$ cat config.mk
export PLATFORM = sky130hd
export DESIGN_NAME = z80fi_capture
export DESIGN_NICKNAME = d
export VERILOG_FILES = /design/src/rtl/z80fi_capture.sv
export SDC_FILE = /design/constraint.sdc
export NUM_CORES = 1
export LEC_CHECK = 0
export CORE_MARGIN = 3
export CORE_UTILIZATION = 45
export CTS_CLUSTER_DIAMETER = 150
export DETAILED_ROUTE_END_ITERATION = 10
export GPL_TIMING_DRIVEN = 0
export PLACE_DENSITY = 0.86
export SLEW_MARGIN = 20
export SYNTH_ARGS = -nofsm -noshare
export SYNTH_HDL_FRONTEND = slang
export SYNTH_SLANG_ARGS = --single-unit
export TNS_END_PERCENT = 50
$ cat constraint.sdc
create_clock -name clk -period 11.95 [get_ports clk]
set_input_delay 2.39 -clock clk [delete_from_list [all_inputs] [get_ports clk]]
set_output_delay 2.39 -clock clk [all_outputs]
set_load 0.02 [all_outputs]
$ cat src/rtl/z80fi_capture.sv
// z80fi_capture: collects core execution events for one instruction and
// presents them as a single retired-instruction record on the Z80FI bus.
// A record holds the opcode bytes, up to two data reads, and register
// snapshots taken at start and at retire. Each retirement produces a
// one-cycle z80fi_valid pulse.

module z80fi_capture #(
  parameter int INSN_BYTES = 4
) (
  input  logic                    clk,
  input  logic                    reset,
  input  logic                    ev_start,
  input  logic                    ev_fetch,
  input  logic [7:0]              ev_fetch_byte,
  input  logic                    ev_mrd,
  input  logic [15:0]             ev_mrd_addr,
  input  logic [7:0]              ev_mrd_data,
  input  logic                    ev_retire,
  input  logic [15:0]             reg_ip_now,
  input  logic [15:0]             reg_sp_now,
  input  logic [15:0]             reg_ix_now,
  input  logic [15:0]             reg_iy_now,
  output logic                    z80fi_valid,
  output logic [8*INSN_BYTES-1:0] z80fi_insn,
  output logic [2:0]              z80fi_insn_len,
  output logic [15:0]             z80fi_mem_raddr,
  output logic [15:0]             z80fi_mem_raddr2,
  output logic [7:0]              z80fi_mem_rdata,
  output logic [7:0]              z80fi_mem_rdata2,
  output logic [15:0]             z80fi_reg_ip_in,
  output logic [15:0]             z80fi_reg_sp_in,
  output logic [15:0]             z80fi_reg_ix_in,
  output logic [15:0]             z80fi_reg_iy_in,
  output logic [15:0]             z80fi_reg_ip_out,
  output logic [15:0]             z80fi_reg_sp_out,
  output logic [15:0]             z80fi_reg_ix_out,
  output logic [15:0]             z80fi_reg_iy_out,
  output logic                    z80fi_overflow
);

  localparam logic [2:0] MAX_BYTES = 3'(INSN_BYTES);

  typedef enum logic {IDLE, CAPT} state_e;

  state_e                  state_q, state_d;
  logic [8*INSN_BYTES-1:0] insn_q, insn_d;
  logic [2:0]              fcnt_q, fcnt_d;
  logic [2:0]              rcnt_q, rcnt_d;
  logic [15:0]             raddr_q, raddr_d, raddr2_q, raddr2_d;
  logic [7:0]              rdata_q, rdata_d, rdata2_q, rdata2_d;
  logic                    ovf_q, ovf_d;
  logic [15:0]             ipIn_q, ipIn_d, spIn_q, spIn_d;
  logic [15:0]             ixIn_q, ixIn_d, iyIn_q, iyIn_d;

  logic                    valid_q;
  logic [8*INSN_BYTES-1:0] recInsn_q;
  logic [2:0]              recLen_q;
  logic [15:0]             recRaddr_q, recRaddr2_q;
  logic [7:0]              recRdata_q, recRdata2_q;
  logic [15:0]             recIpIn_q, recSpIn_q, recIxIn_q, recIyIn_q;
  logic [15:0]             recIpOut_q, recSpOut_q, recIxOut_q, recIyOut_q;
  logic                    recOvf_q;

  logic                    closeRec;
  logic                    capturing;

  // A record closes whenever an open capture sees retire; with a
  // simultaneous start, that cycle's fetch/read belong to the new insn.
  assign closeRec  = (state_q == CAPT) && ev_retire;
  assign capturing = ev_start || (state_q == CAPT);

  // Next-state of the capture buffers: optional restart, then apply this cycle's events.
  always_comb begin
    state_d  = state_q;
    insn_d   = insn_q;
    fcnt_d   = fcnt_q;
    rcnt_d   = rcnt_q;
    raddr_d  = raddr_q;
    rdata_d  = rdata_q;
    raddr2_d = raddr2_q;
    rdata2_d = rdata2_q;
    ovf_d    = ovf_q;
    ipIn_d   = ipIn_q;
    spIn_d   = spIn_q;
    ixIn_d   = ixIn_q;
    iyIn_d   = iyIn_q;

    if (ev_start) begin
      state_d  = CAPT;
      insn_d   = '0;
      fcnt_d   = 3'd0;
      rcnt_d   = 3'd0;
      raddr_d  = 16'h0000;
      rdata_d  = 8'h00;
      raddr2_d = 16'h0000;
      rdata2_d = 8'h00;
      ovf_d    = 1'b0;
      ipIn_d   = reg_ip_now;
      spIn_d   = reg_sp_now;
      ixIn_d   = reg_ix_now;
      iyIn_d   = reg_iy_now;
    end else if (closeRec) begin
      state_d = IDLE;
    end

    if (capturing) begin
      if (ev_fetch) begin
        if (fcnt_d >= MAX_BYTES) begin
          ovf_d = 1'b1;
        end else begin
          for (int k = 0; k < INSN_BYTES; k++) begin
            if (fcnt_d == 3'(k)) begin
              insn_d[8*k +: 8] = ev_fetch_byte;
            end
          end
          fcnt_d = fcnt_d + 3'd1;
        end
      end
      if (ev_mrd) begin
        case (rcnt_d)
          3'd0: begin
            raddr_d = ev_mrd_addr;
            rdata_d = ev_mrd_data;
            rcnt_d  = 3'd1;
          end
          3'd1: begin
            raddr2_d = ev_mrd_addr;
            rdata2_d = ev_mrd_data;
            rcnt_d   = 3'd2;
          end
          default: ovf_d = 1'b1;
        endcase
      end
    end
  end

  // Capture state, buffers and the registered output record.
  always_ff @(posedge clk or posedge reset) begin
    if (reset) begin
      state_q     <= IDLE;
      insn_q      <= '0;
      fcnt_q      <= 3'd0;
      rcnt_q      <= 3'd0;
      raddr_q     <= 16'h0000;
      rdata_q     <= 8'h00;
      raddr2_q    <= 16'h0000;
      rdata2_q    <= 8'h00;
      ovf_q       <= 1'b0;
      ipIn_q      <= 16'h0000;
      spIn_q      <= 16'h0000;
      ixIn_q      <= 16'h0000;
      iyIn_q      <= 16'h0000;
      valid_q     <= 1'b0;
      recInsn_q   <= '0;
      recLen_q    <= 3'd0;
      recRaddr_q  <= 16'h0000;
      recRdata_q  <= 8'h00;
      recRaddr2_q <= 16'h0000;
      recRdata2_q <= 8'h00;
      recOvf_q    <= 1'b0;
      recIpIn_q   <= 16'h0000;
      recSpIn_q   <= 16'h0000;
      recIxIn_q   <= 16'h0000;
      recIyIn_q   <= 16'h0000;
      recIpOut_q  <= 16'h0000;
      recSpOut_q  <= 16'h0000;
      recIxOut_q  <= 16'h0000;
      recIyOut_q  <= 16'h0000;
    end else begin
      state_q  <= state_d;
      insn_q   <= insn_d;
      fcnt_q   <= fcnt_d;
      rcnt_q   <= rcnt_d;
      raddr_q  <= raddr_d;
      rdata_q  <= rdata_d;
      raddr2_q <= raddr2_d;
      rdata2_q <= rdata2_d;
      ovf_q    <= ovf_d;
      ipIn_q   <= ipIn_d;
      spIn_q   <= spIn_d;
      ixIn_q   <= ixIn_d;
      iyIn_q   <= iyIn_d;
      valid_q  <= closeRec;
      if (closeRec) begin
        recInsn_q   <= ev_start ? insn_q   : insn_d;
        recLen_q    <= ev_start ? fcnt_q   : fcnt_d;
        recRaddr_q  <= ev_start ? raddr_q  : raddr_d;
        recRdata_q  <= ev_start ? rdata_q  : rdata_d;
        recRaddr2_q <= ev_start ? raddr2_q : raddr2_d;
        recRdata2_q <= ev_start ? rdata2_q : rdata2_d;
        recOvf_q    <= ev_start ? ovf_q    : ovf_d;
        recIpIn_q   <= ipIn_q;
        recSpIn_q   <= spIn_q;
        recIxIn_q   <= ixIn_q;
        recIyIn_q   <= iyIn_q;
        recIpOut_q  <= reg_ip_now;
        recSpOut_q  <= reg_sp_now;
        recIxOut_q  <= reg_ix_now;
        recIyOut_q  <= reg_iy_now;
      end
    end
  end

  assign z80fi_valid      = valid_q;
  assign z80fi_insn       = recInsn_q;
  assign z80fi_insn_len   = recLen_q;
  assign z80fi_mem_raddr  = recRaddr_q;
  assign z80fi_mem_rdata  = recRdata_q;
  assign z80fi_mem_raddr2 = recRaddr2_q;
  assign z80fi_mem_rdata2 = recRdata2_q;
  assign z80fi_reg_ip_in  = recIpIn_q;
  assign z80fi_reg_sp_in  = recSpIn_q;
  assign z80fi_reg_ix_in  = recIxIn_q;
  assign z80fi_reg_iy_in  = recIyIn_q;
  assign z80fi_reg_ip_out = recIpOut_q;
  assign z80fi_reg_sp_out = recSpOut_q;
  assign z80fi_reg_ix_out = recIxOut_q;
  assign z80fi_reg_iy_out = recIyOut_q;
  assign z80fi_overflow   = recOvf_q;

endmodule

### Word-level counts from Yosys, hierarchy flattened

Cells that the tools add are included.
Widths: inputs -> output; s select.

* word-level logic and storage cells: 88
* bits of input ports: 102
* output and inout bits: 213
* register bits after elaboration: 365

* reductions and logical operators: 6
* muxes and demuxes: 47
* equal/unequal tests: 4
* magnitude comparators: 1
* add/subtract/negate cells: 1

Operators by type and width (number)
* $mux 16: 10
* $mux 32: 5
* $mux 8: 14
* $mux 3: 8
* $mux 1: 9
* $eq 3x1->1 const B: 2
* $eq 3x2->1 const B: 2
* $logic_not 3->1: 2
* $pmux 3 s2: 1
* $add 3x1->3 const B: 1
* $ge 3x3->1 const B: 1
* $reduce_bool 2->1: 1
* $reduce_or 2->1: 1
* $logic_and 1x1->1: 1
* $logic_or 1x1->1: 1

### Logic depth before layout (Yosys ltp)

Gate-level depths: netlist (run 1).

* word-level depth: 8
* mapped depth: 10
* gate-level depth less buffers: 7

### Worst setup path before layout (run 1)

Ideal clock, no wire load.

* path type: input to register
* start: input ev_start
* end: register insn_q[16]
* stages: 9
* setup time: 125 ps
* required time: 11825 ps
* data arrival time: 3915 ps
* slack: 7910 ps
* buffers on the path: 3
* path through: buf_4 inv_1 buf_2 nand2_1 inv_1 ha_1 clkbuf_1 o211ai_4 mux2_2

* word-level cells in the longest chain between the ends: 6
* elaborated cells between the ends (all ways): 9
* those cells by class: 1 x order compare; 1 x eq/ne; 6 x mux; 1 x reduce/logical

Ends and longest elaborated chain
* from (decl): line 12 `input logic ev_start,`
* parallel branches: the longest is 5 deep, another holds $ge 3x3->1
* $mux 32 *: line 106 `if (capturing) begin`
* named net insn_d[16]: line 46 `logic [8*INSN_BYTES-1:0] insn_q, insn_d;`
* to (signal assigned): line 171 `insn_q <= insn_d;`
* to (decl): line 46

Mark *: on every way through the listed nets, which the timed path passes.
A chain may end at the register's enable or synchronous reset.

### Final worst setup path (run 1)

* start: input ev_start
* end: register recInsn_q[18] (netlist: z80fi_insn[18])

* word-level cells in the longest chain between the ends: 7
* elaborated cells between the ends (all ways): 10
* those cells by class: 1 x order compare; 1 x eq/ne; 7 x mux; 1 x reduce/logical

Ends and longest elaborated chain
* parallel branches: the longest is 6 deep, another holds $ge 3x3->1
* $mux 32 *: line 185 `recInsn_q <= ev_start ? insn_q : insn_d;`
* to (signal assigned): line 185
* to (decl): line 56 `logic [8*INSN_BYTES-1:0] recInsn_q;`

Mark *: on every way between the ends.

==> summary.txt, run 1 <==
Status
  – Status: finished, final reports clean

Critical path
  – CP arrival: 5.13 ns
  – Launch point of the worst reg-to-reg path: state_q$_DFFE_PP0P_
  – CP endpoint kind: flop
  – Largest stage delay, worst path: 0.53 ns
  – Worst-path cell chain: clkdlybuf4s50_1 -> buf_4 -> inv_1 -> buf_2 -> nand2_1 -> inv_1 -> ha_1 -> clkbuf_1 -> inv_1 -> o21ai_0 -> a21oi_1
  – Worst path slowest cell: clkdlybuf4s50_1
  – Critical Path RT: 12.34 ns
  – Max FO, Critical Path: 10
  – Crit start category: input pin
  – FF-to-FF End: z80fi_reg_ip_out[5]$_DFFE_PP0P_
  – Cell depth of the worst setup path: 11
  – Type of the worst setup path: in2reg
  – Top Family by Delay on Critical Path: buffers and inverters
  – Crit. Startpoint: ev_start
  – WP buf/inv: 7
  – CP most frequent cell: inv_1
  – Crit path to: z80fi_insn[18]$_DFFE_PP0P_
  – Internal reg-to-reg setup slack: 9.81 ns
  – R2R cell count: 7

Timing
  – Final worst-path cycle share: 39.7%
  – Max Slew Vio Count: 0
  – FMAX: 211 MHz
  – Final setup vio count: 0
  – Worst-Margin Slew: 0.711 ns
  – Clock skew: 0.0116 ns
  – Final hold violation count: 0
  – Sum Neg Setup Slack: 0 ns
  – RSZ-0062 raised after global routing: no
  – Tmin final: 4.74 ns
  – Worst slew margin: 52.6%

Clock network
  – Clock latency on the worst-skew pair: 0.51 ns
  – Post-CTS Setup Bufs: 0
  – H-tree depth: 2
  – Clock-pin slew on the worst setup and hold paths: 0.06 ns
  – CTS tree: built
  – CTS buffer count: 39
  – Clock sink count: 365
  – CTS Hold Buffers Added: 0
  – Deepest clock path buffer count: 3
  – CTS root buf: clkbuf_16
  – Post-CTS sizing: 0

Drt
  – Avg WL per Cell: 20.0 um
  – Initial DRT Pass Iterations: 5
  – Vias: 12,503
  – Vias per cell: 5.56
  – Drt initial violations: 810
  – Final WL: 45.1 mm
  – Final ANT Viol Nets: 0
  – Remaining DRCs: 0

Floorplanning
  – Area of the core: 32,600 um2
  – IO Pins: 315
  – Std-Cell Rows: 66
  – Die X: 188 um
  – Die area: 35,300 um2
  – Initial Util: 45.7%
  – Chip height: 188 um

Cells and area
  – P&R area growth vs syn: 35.0%
  – Layout cell share with drive strength beyond 1: 13.1%
  – Final net count: 1,885

Global routing
  – Gr ovfl total: 0
  – Vias in the first global route: 12,924
  – Largest net degree at the start of global routing: 36
  – GRT Overall Usage: 24.8%
  – First-pass GRT wire length: 71.0 mm
  – Initial antenna violation count: 1

Placed design
  – Placer Congestion: 0.832
  – HPWL Detailed: 31.8 mm
  – IO buf count: 314

Power and ir drop
  – Overall Power: 3420 uW
  – Leakage: 0.00920 uW
  – Power per cell area: 170 nW/um2
  – VDD IR max: 0.103 mV

Synthesis
  – Top cell type's share of synthesized area: 61.3%
  – Cells taking the most area after synthesis: dfrtp_1, nand2_1, mux2_2
  – Total of warnings raised by yosys: 0
  – Register area share after synthesis: 61.3%
  – Mapped cell area: 14,900 um2
  – Post-Syn Nets: 1,518
  – Synth unique cells: 39
  – Flops & latches, synth: 365
  – Post-Synthesis Cells: 1,412
  – Syn avg cell area: 10.6 um2
  – Cell type with the largest total area after synthesis: dfrtp_1

Job
  – Maxcap violations: 0

Hold path
  – Hold depth: 2
  – Min-Delay Path Class: reg2reg
worst register-to-register path, cell delays in order (launching register included):
cell and delay [ns]:
dfrtp_1 0.38, buf_6 0.15, nand2_1 0.27, inv_1 0.17, buf_2 0.39, clkbuf_1 0.49, nand2_1 0.15, nand2_1 0.08
power by group:
group          switching [uW]  internal [uW]
Clock                     478            721
Sequential               90.9           1390
Combinational             418            329
layout by cell type (no fill, tap or decap), drive strengths merged, types with 51 or more instances in the layout:
cell           synthesis  final
nand2                393    393
dfrtp                365    365
clkdlybuf4s50          0    314
mux2                  96     96
clkbuf                40     94
o21ai                 85     85
nor2                  83     83
a31oi                 82     82
buf                   62     74
a21oi                 57     57
a22o                  51     51
layer usage:
metal	GRT usage (%)	up-vias	share of wire, %
li1	-	5536	-
met1	31.3	6221	39
met2	42.9	627	50
met3	4.90	119	7.6
met4	8.74	0	3.4
met5	0	-	0
cells in the mapped netlist:
cell,number
dfrtp_1,365
nor4bb_1,1
buf_1,3
a31oi_1,82
o21ai_1,9
o21a_1,2
a22o_1,51
a21o_1,1
o211ai_1,1
o21bai_1,1
o31ai_1,1
o211ai_4,4
mux2_4,8
o21ai_0,76
a21oi_1,55
xnor2_1,1
a21oi_2,2
nand3b_1,1
nor2_2,1
inv_1,11
or3_1,1
nand2_1,393
nor2b_1,34
nand4_1,24
clkbuf_1,40
mux2_2,88
and3b_1,1
buf_4,6
buf_6,2
o31a_1,1
buf_2,51
ha_1,4
nor4b_1,1
nand3_1,2
and4bb_2,1
nor3_2,1
nand4bb_1,2
nor2_1,82
nand2b_1,2
kinds of logic after synthesis:
group	after synthesis	synth area share [%]
buf+inv	113	3.53
flops	365	61.3
xor+xnor	1	0.0588
mux	96	7.45
compound gates	286	12.2
simple gates	547	15.2
fa+ha+maj	4	0.336
layout make-up:
type	count	area [um2]
Antenna cell	1	2.50
Buffer	102	484
Clock buffer	54	1120
Clock inverter	13	146
Fill cell	2465	12500
Inverter	11	45.0
Multi-Input combinational cell	934	5250
Sequential cell	365	9130
Tap cell	442	553
Timing Repair Buffer	326	3390
metrics by stage:
stage / area [um2] / hold slack (ns) / cells / setup slack (ns) / util, %
global route: 20100 / 0.482 / 2248 / 7.11 / 61.7
detailed placement: 18900 / 0.448 / 2180 / 6.79 / 57.8
CTS: 20100 / 0.462 / 2247 / 7.29 / 61.7
floorplan: 14900 / 0.435 / 1412 / 4.66 / -
finish: 20100 / 0.461 / 2248 / 7.21 / 61.7
global placement: 18600 / 0.441 / 2168 / 2.43 / 57.0
how the worst min path moves through the flow:
stage | end | slack (ns) | startpoint
2_1_floorplan | z80fi_reg_ip_in[0]$_DFFE_PP0P_ | 0.43 | ipIn_q[0]$_DFFE_PP0P_
3_3_place_gp | z80fi_reg_ix_in[8]$_DFFE_PP0P_ | 0.44 | ixIn_q[8]$_DFFE_PP0P_
3_5_place_dp | z80fi_reg_iy_in[1]$_DFFE_PP0P_ | 0.45 | iyIn_q[1]$_DFFE_PP0P_
4_1_cts | z80fi_reg_iy_in[1]$_DFFE_PP0P_ | 0.46 | iyIn_q[1]$_DFFE_PP0P_
5_1_grt | z80fi_reg_ix_in[4]$_DFFE_PP0P_ | 0.48 | ixIn_q[4]$_DFFE_PP0P_
6_report | z80fi_reg_ix_in[4]$_DFFE_PP0P_ | 0.46 | ixIn_q[4]$_DFFE_PP0P_
Note: power is estimated with default switching activity, not from simulation.
==> run 2: changes to the inputs <==
Settings changed: PLACE_DENSITY 0.86 to 0.83.
Clock period 11.95 ns to 4.5 ns, I/O delays scaled along.
==> run 2 against run 1 <==
  * Sequential power grew to 2.6 times the previous value
  * Worst setup slack lost 5.9 ns
  * First-iteration DRC count grew 0.74%
  * Largest power group unchanged
  * Register-to-register slack lost 7.4 ns
  * Critical path type unchanged
  * Cell area shrank 0.54%
==> summary.txt, run 2 (synthesis results as in run 1) <==
Clock network
  – Clock-pin slew on the worst setup and hold paths: 0.06 ns (about the same)
  – Post-CTS Setup Bufs: 0 (unchanged)
  – Clock sink count: 365 (unchanged)
  – Deepest clock path buffer count: 3 (unchanged)
  – Clock latency on the worst-skew pair: 0.52 ns (about the same)
  – CTS root buf: clkbuf_16
  – CTS tree: built
  – CTS Hold Buffers Added: 0 (unchanged)
  – Post-CTS sizing: 0 (unchanged)
  – H-tree depth: 2 (unchanged)
  – CTS buffer count: 38 (-2.6%)

Cells and area
  – Final net count: 1,884 (-0.053%)
  – Register area: 9130 um2 (unchanged)
  – Footprint of the multi-input gates: 5250 um2 (unchanged)
  – P&R area growth vs syn: 34.3%
  – Layout cell share with drive strength beyond 1: 12.5% (-0.59 points)
  – # fillers: 2,523 (+2.4%)
  – Commonest cells after routing, fill and taps aside: nand2_1, dfrtp_1, clkdlybuf4s50_1
  – Most common cell after layout, fill and taps aside: nand2_1

Critical path
  – Max FO, Critical Path: 10 (unchanged)
  – CP endpoint kind: flop
  – CP most frequent cell: inv_1
  – Type of the worst setup path: in2reg
  – Critical Path RT: 4.90 ns (-7.44 ns)
  – Worst-path cell chain: clkdlybuf4s50_1 -> buf_4 -> inv_1 -> buf_2 -> nand2_1 -> inv_1 -> ha_1 -> clkbuf_1 -> inv_1 -> o21ai_0 -> a21oi_1
  – Largest stage delay, worst path: 0.55 ns (+0.02 ns)
  – CP arrival: 3.58 ns (-1.55 ns)
  – Crit start category: input pin
  – Worst path slowest cell: clkdlybuf4s50_1

Floorplanning
  – Area of the core: 32,600 um2 (unchanged)
  – Std-Cell Rows: 66 (unchanged)
  – Initial Util: 45.7% (unchanged)
  – Chip height: 188 um (unchanged)
  – IO Pins: 315 (unchanged)
  – Die X: 188 um (unchanged)
  – Die area: 35,300 um2 (unchanged)

Timing
  – Max Slew Vio Count: 0 (unchanged)
  – Final worst-path cycle share: 70.6%
  – Worst-Margin Slew: 0.632 ns (-0.0789 ns)
  – Clock skew: 0.00859 ns (-0.00306 ns)
  – RSZ-0062 raised after global routing: no
  – Worst slew margin: 57.9% (+5.3 points)
  – FMAX: 315 MHz
  – Setup ws final: 1.32 ns (-5.88 ns)
  – Hold_ws: 0.458 ns (-0.00345 ns)
  – Tmin final: 3.18 ns
  – Final hold violation count: 0 (unchanged)
  – Final setup vio count: 0 (unchanged)

Drt
  – Vias: 12,254 (-2.0%)
  – Final WL: 43.5 mm (-3.4%)
  – Avg WL per Cell: 19.4 um (-3.2%)
  – Drt initial violations: 816 (+0.74%)
  – Vias per cell: 5.46 (-1.9%)
  – Final ANT Viol Nets: 0 (unchanged)
  – Remaining DRCs: 0 (unchanged)
  – Initial DRT Pass Iterations: 5 (unchanged)

Placed design
  – HPWL Detailed: 31.4 mm (-1.4%)
  – IO buf count: 314 (unchanged)
  – Place WS: 0.795 ns (-6.00 ns)
  – Placer Congestion: 0.871 (+4.7%)

Hold path
  – Min-Delay Path Class: reg2reg

Global routing
  – Vias in the first global route: 12,554 (-2.9%)
  – Initial antenna violation count: 2 (+1)
  – Largest net degree at the start of global routing: 36 (unchanged)
  – GRT Overall Usage: 24.2% (-0.62 points)
  – Gr ovfl total: 0 (unchanged)
  – First-pass GRT wire length: 69.0 mm (-2.9%)

Power and ir drop
  – Leakage: 0.00913 uW (-0.73%)
  – Power per cell area: 442 nW/um2 (+160%)
  – VDD IR max: 0.268 mV (+160%)

Status
  – Status: finished, final reports clean

Job
  – Maxcap violations: 0 (unchanged)
run 2: final timing paths:
path	startpoint	end	slack [ns]	cells past startpoint
max	ev_start	z80fi_insn[18]$_DFFE_PP0P_	1.32	11
min	ixIn_q[10]$_DFFE_PP0P_	z80fi_reg_ix_in[10]$_DFFE_PP0P_	0.46	2
max reg2reg	state_q$_DFFE_PP0P_	z80fi_reg_sp_out[0]$_DFFE_PP0P_	2.40	7
min reg2reg	ixIn_q[10]$_DFFE_PP0P_	z80fi_reg_ix_in[10]$_DFFE_PP0P_	0.46	2
max in group asynchronous	reset	raddr2_q[2]$_DFF_PP0_	2.36	7
min in group asynchronous	reset	z80fi_reg_iy_out[0]$_DFFE_PP0P_	0.71	2
run 2: critical path, delay by kind of cell:
kind,cells,cell delay (ns)
adder cells (fa/ha/maj),1,0.15
AND/OR/NAND/NOR,1,0.14
AO/OA/AOI/OAI,2,0.32
buffers and inverters,7,2.06
run 2: cell type report:
class	instances	share of cell area [%]
flip-flops and latches	365	45.6
multi-input cells	934	26.2
repair buffers	326	16.9
clock buffers	61	5.70
well taps	442	2.76
plain buffers	102	2.42
inverters	11	0.225
clock inverters	3	0.106
diodes	1	0.0125
run 2: metal layers:
layer	global-route usage, %	part of all wire, %	vias up
li1	-	-	5537
met1	31.4	40	6053
met2	41.3	49	582
met3	4.84	8.1	80
met4	7.42	2.7	2
met5	0	0.025	-
run 2: stage by stage:
step	util (%)	cells	setup TNS, ns	power (uW)	instance area (um2)
floorplan	-	1412	-473.12	4920	14900
finish	61.4	2245	0	8850	20000
global route	61.4	2245	0	9230	20000
detailed placement	57.8	2180	0	5930	18900
global placement	57.0	2168	-1274.89	5850	18600
CTS	61.4	2244	0	8910	20000
run 2: where the power goes:
| group | internal, uW | switching, uW | total [uW] | leakage, uW |
|---|---|---|---|---|
| combinational | 874 | 1100 | 1970 | 0.00406 |
| clock | 1730 | 1240 | 2970 | 0.000561 |
| sequential | 3680 | 234 | 3910 | 0.00451 |
| total | 6280 | 2570 | 8850 | 0.00913 |
